### config.mk
export PLATFORM = sky130hd
export DESIGN_NAME = bin_to_bcd_seq
export DESIGN_NICKNAME = d
export VERILOG_FILES = /design/src/rtl/display_pkg.sv /design/src/rtl/bin_to_bcd_seq_add3.sv /design/src/rtl/bin_to_bcd_seq.sv
export SDC_FILE = /design/constraint.sdc
export NUM_CORES = 1
export LEC_CHECK = 0
export BUFFER_PORTS_ARGS = -buffer_cell sky130_fd_sc_hd__buf_2
export CAP_MARGIN = 20
export CORE_MARGIN = 2
export CORE_UTILIZATION = 60
export CTS_BUF_LIST = sky130_fd_sc_hd__clkbuf_8
export CTS_CLUSTER_DIAMETER = 40
export DETAILED_ROUTE_END_ITERATION = 7
export PLACE_DENSITY = 0.82
export SKIP_LAST_GASP = 1
export SLEW_MARGIN = 5
export SYNTH_ARGS = -nofsm -noshare
export SYNTH_HDL_FRONTEND = slang
export SYNTH_HIERARCHICAL = 1
export SYNTH_SLANG_ARGS = --single-unit
### constraint.sdc
create_clock -name clk -period 1.85 [get_ports clk]
set_input_delay 0.0925 -clock clk [delete_from_list [all_inputs] [get_ports clk]]
set_output_delay 0.0925 -clock clk [all_outputs]
set_load 0.02 [all_outputs]
### src/rtl/display_pkg.sv
// Shared types and codes for the binary-to-BCD display path.
// BCD_BLANK is the nibble the 7-segment decoders show as all segments off.
package display_pkg;

  typedef enum logic [1:0] {
    IDLE,
    SHIFT,
    DONE
  } b2b_state_t;

  localparam logic [3:0] BCD_BLANK = 4'hF;

endpackage

### src/rtl/bin_to_bcd_seq_add3.sv
// Double-dabble digit correction.
// Adds 3 to a BCD nibble of 5 or more, ahead of the left shift.
module bcd_add3 (
  input  logic [3:0] d,
  output logic [3:0] q
);

  assign q = (d >= 4'd5) ? d + 4'd3 : d;

endmodule

### src/rtl/bin_to_bcd_seq.sv
// Sequential double-dabble converter, one shift per clock.
// Output formatting covers overflow blanking and optional leading-zero blanking.
module bin_to_bcd_seq
  import display_pkg::*;
#(
  parameter int BIN_W    = 14,
  parameter int DIGITS   = 4,
  parameter int BLANK_LZ = 0
) (
  input  logic                  clk,
  input  logic                  rst_n,
  input  logic [BIN_W-1:0]      bin_in,
  input  logic                  valid_in,
  output logic                  ready,
  output logic [4*DIGITS-1:0]   bcd_out,
  output logic                  valid_out,
  output logic                  overflow
);

  localparam int BW = 4 * DIGITS;
  localparam int RW = BW + BIN_W;
  localparam int CW = $clog2(BIN_W + 1);
  localparam logic [31:0] MAX_VAL = 32'(10 ** DIGITS - 1);

  b2b_state_t      state_q;
  logic [RW-1:0]   sr_q;
  logic [RW-1:0]   sr_d;
  logic [CW-1:0]   cnt_q;
  logic            ovf_q;
  logic            ovf_out_q;
  logic            vout_q;
  logic            rdy_q;
  logic [BW-1:0]   bcd_q;
  logic [BW-1:0]   adj;
  logic [31:0]     bin_wide;
  logic            ovf_d;

  for (genvar g = 0; g < DIGITS; g++) begin : g_add3
    bcd_add3 u_add3 (
      .d (sr_q[BIN_W+4*g +: 4]),
      .q (adj[4*g +: 4])
    );
  end

  assign sr_d     = {adj, sr_q[BIN_W-1:0]} << 1;
  assign bin_wide = 32'(bin_in);
  assign ovf_d    = bin_wide > MAX_VAL;

  function automatic logic [BW-1:0] fmt(
    input logic [BW-1:0] v,
    input logic          ovf
  );
    logic [BW-1:0] r;
    logic          lead;
    r    = v;
    lead = 1'b1;
    if (ovf) begin
      r = {DIGITS{BCD_BLANK}};
    end else if (BLANK_LZ != 0) begin
      for (int k = DIGITS - 1; k >= 1; k--) begin
        if (lead && v[4*k +: 4] == 4'd0) r[4*k +: 4] = BCD_BLANK;
        else lead = 1'b0;
      end
    end
    return r;
  endfunction

  always_ff @(posedge clk or negedge rst_n) begin
    if (!rst_n) begin
      state_q   <= IDLE;
      sr_q      <= '0;
      cnt_q     <= '0;
      ovf_q     <= 1'b0;
      ovf_out_q <= 1'b0;
      vout_q    <= 1'b0;
      rdy_q     <= 1'b1;
      bcd_q     <= {DIGITS{BCD_BLANK}};
    end else begin
      vout_q <= 1'b0;
      case (state_q)
        IDLE: begin
          if (valid_in) begin
            sr_q    <= {{BW{1'b0}}, bin_in};
            cnt_q   <= '0;
            ovf_q   <= ovf_d;
            rdy_q   <= 1'b0;
            state_q <= SHIFT;
          end
        end
        SHIFT: begin
          sr_q  <= sr_d;
          cnt_q <= cnt_q + 1'b1;
          // final shift publishes the formatted result
          if (cnt_q == CW'(BIN_W - 1)) begin
            bcd_q     <= fmt(sr_d[RW-1:BIN_W], ovf_q);
            ovf_out_q <= ovf_q;
            vout_q    <= 1'b1;
            state_q   <= DONE;
          end
        end
        DONE: begin
          rdy_q   <= 1'b1;
          state_q <= IDLE;
        end
        default: begin
          rdy_q   <= 1'b1;
          state_q <= IDLE;
        end
      endcase
    end
  end

  assign ready     = rdy_q;
  assign bcd_out   = bcd_q;
  assign valid_out = vout_q;
  assign overflow  = ovf_out_q;

endmodule

==> reports/metrics.sh <==
STARTPOINT_OF_THE_WORST_REGISTER_TO_REGISTER_PATH='sr_q[14]$_DFFE_PN0P_'
FINISH.NET_COUNT=361
PLACE.DETAILED.INSTANCES=376
DRT-INITIAL-DRC-COUNT=126
CRIT_BUF_INV=0
DRT_DRC_VIOLATIONS_LEFT=0
POWER.LEAKAGE_nW=1.50
RUN_STATUS='complete, no violations'
SYNTH_FP_NETS=330
DIEAREA_UM2=5230
WORST-PATH-MAX-FANOUT=5
FINAL_CELLS=387
ANTENNA_CELLS=0
GRT_PASS1_WL_UM=9870
FLOW.AREA_GROWTH_FROM_SYNTHESIS_PCT=10.6
TIMING.FMAX_GHz=0.623
DRV.MAX_CAP_VIOLATION_COUNT=0
CLOCK_LATENCY_PS=300
WORST_HOLD_PATH_TYPE='in -> reg'
HOLD_PATH_STARTPOINT='bin_in[10]'
LARGEST_NET_DEGREE_AT_THE_START_OF_GLOBAL_ROUTING=49
VDD.IR_DROP.WORST_V=0.000868
IO_BUFFER_COUNT=35
WORST_HOLD_SLACK_PS=48.3
RSZ0062_AT_GRT='no'
FINALWORSTPATHREQUIREDPERIOD_PS=1610
POST_CTS_RESIZED=0
START_KIND='register'
ROUTE.DETAILED.VIAS_PER_INST=5.65
CLOCK-SKEW-FINAL_PS=6.27
POST-DP-HPWL_UM=3680
INITIAL_UTILIZATION=0.634
VIA_COUNT=2185
WORST_SETUP_PATH_STARTPOINT='sr_q[14]$_DFFE_PN0P_'
DATA_ARRIVAL_AT_THE_ENDPOINT_OF_THE_CRITICAL_PATH_PS=1840
TIMING.MAX_SLEW.REL_SLACK=0.587
TIMING.FINAL.SETUP_VIOLATIONS=0
TRITONCTS.NUM_BUFFERS=5
WORST_SETUP_HOLD_PATH_CLK_SLEW_PS=90
POSTPLACECELLAREA_UM2=2980
POWER_DENSITY_nW_PER_UM2=1940
CRITPATHSLOWESTCELL='dfrtp_1'
TRITONCTS_NUM_SINKS=56
SYN_AVG_CELL_AREA_UM2=9.24
GRT_PASS1_VIAS=2164
GRT_OVERFLOW_TOTAL=0
WORST-SLEW-PIN-TRANSITION_PS=619
STD_CELL_ROWS=24
DIE_WIDTH_UM=72.3
CORE_UM2=4410
GPL.FINAL_WEIGHTED_CONGESTION=0.857
WL_PER_CELL_UM=14.6
DIE_HEIGHT_UM=72.3
ANTENNA_FOUND_INITIAL=0
ANT_NETS=0
LAYOUT-DRIVE-GT1-SHARE=0.215
POST_SYNTH_INSTANCE_AREA_UM2=2800
DP_WORST_SETUP_SLACK_PS=258
WIRE_LENGTH_REPORTED_BY_THE_DETAILED_ROUTER_UM=5630
UTILIZATION=0.701
CRIT_PATH_CELL_TRACE='ha_1 > nand2b_1 > a21oi_2 > mux2i_1 > nor2_1 > a21oi_1'
CTS_TREE='built'
YS.WARNINGS.COUNT=6
CTS_HTREE_LEVELS=2
SETUP.WORST_PATH.END_CLASS='register'
CTS_ROOT_BUF='clkbuf_8'
WORSTPATHREQUIRED_PS=2090
FIN_CRIT_SH=0.868
FINAL.SETUP.WORST_SLACK_PS=244
NUM_IO_PINS=36
TNS_PS=0
CRITPATHTOPFAMILY='flip-flops'
POSTSYNTHCELLCOUNT=303
CLOCK_TREE.BUFFER_DEPTH=2
DRTPASS1ITERATIONS=4
FINAL_DESIGN_AREA_NO_FILL_UM2=3100
GLOBALROUTETOTALUTIL=0.242
FINAL_HOLD_VIOL_COUNT=0
POST-LAYOUT-TOTAL-POWER_mW=6.00
WORST_PATH_LARGEST_CELL_DELAY_PS=450
SETUP.WORST_PATH.CLASS='reg -> reg'
DRV_SLEW=0
placed cells by master, fill, tap and decap left out, drive strengths merged, types with 5 or more instances in the layout:
cell type and n:
nor3 11, xnor2 5, a21oi 37, dfrtp 39, nor2 33, nand2b 8
buf 41, o22ai 10, mux2i 6, o21ai 9, clkbuf 6, inv 11
nand2 53, ha 10, nand3 22, dfstp 17
metal layers:
layer | part of all wire | GRT usage
met1 | 0.44 | 0.319
met2 | 0.50 | 0.408
met3 | 0.055 | 0.0486
met4 | 0.0034 | 0.0671
met5 | 0 | 0
report_power, final:
part           internal [mW]  total (mW)  switching [mW]
sequential              1.94        2.43           0.488
clock                  0.295       0.664           0.369
combinational           1.14        2.90            1.76
total                   3.38        6.00            2.61
flip-flops by register name, summed over array words and instances (netlist names):
name and flops:
overflow 1, ovf_q 1, valid_out 1, state_q 2, cnt_q 4, bcd_out 16, ready 1, sr_q 30
path summary, 6_finish.rpt:
kind	cells after the start	end	slack, ps
worst max register to register	6	bcd_out[2]$_DFFE_PN1P_	240
worst min-delay path	3	ovf_q$_DFFE_PN0P_	50
worst max-delay path	6	bcd_out[2]$_DFFE_PN1P_	240
worst min register to register	1	cnt_q[3]$_DFFE_PN0P_	480
min in group asynchronous	2	sr_q[11]$_DFFE_PN0P_	300
max in group asynchronous	3	bcd_out[9]$_DFFE_PN1P_	920
cell type report:
type	count	area, um2
flip-flops and latches	56	1420
repair buffers	44	288
clock inverters	2	7.51
multi-input cells	218	1200
clock buffers	6	82.6
inverters	9	33.8
fillers	335	1320
well taps	52	65.1
tightest hold or removal path, delay by kind of cell:
kind	cells	cell delay [ps]
AND/OR/NAND/NOR	1	60
buffers and inverters	1	100
AO/OA/AOI/OAI	1	60
repair_timing:
item / CTS / global route
buffers inserted: 0 / 0
endpoints found under the setup margin: 0 / 0
hold endpoints to repair: 18 / 0
hold buffers: 3 / 0
(Power assumes the default switching activity.)
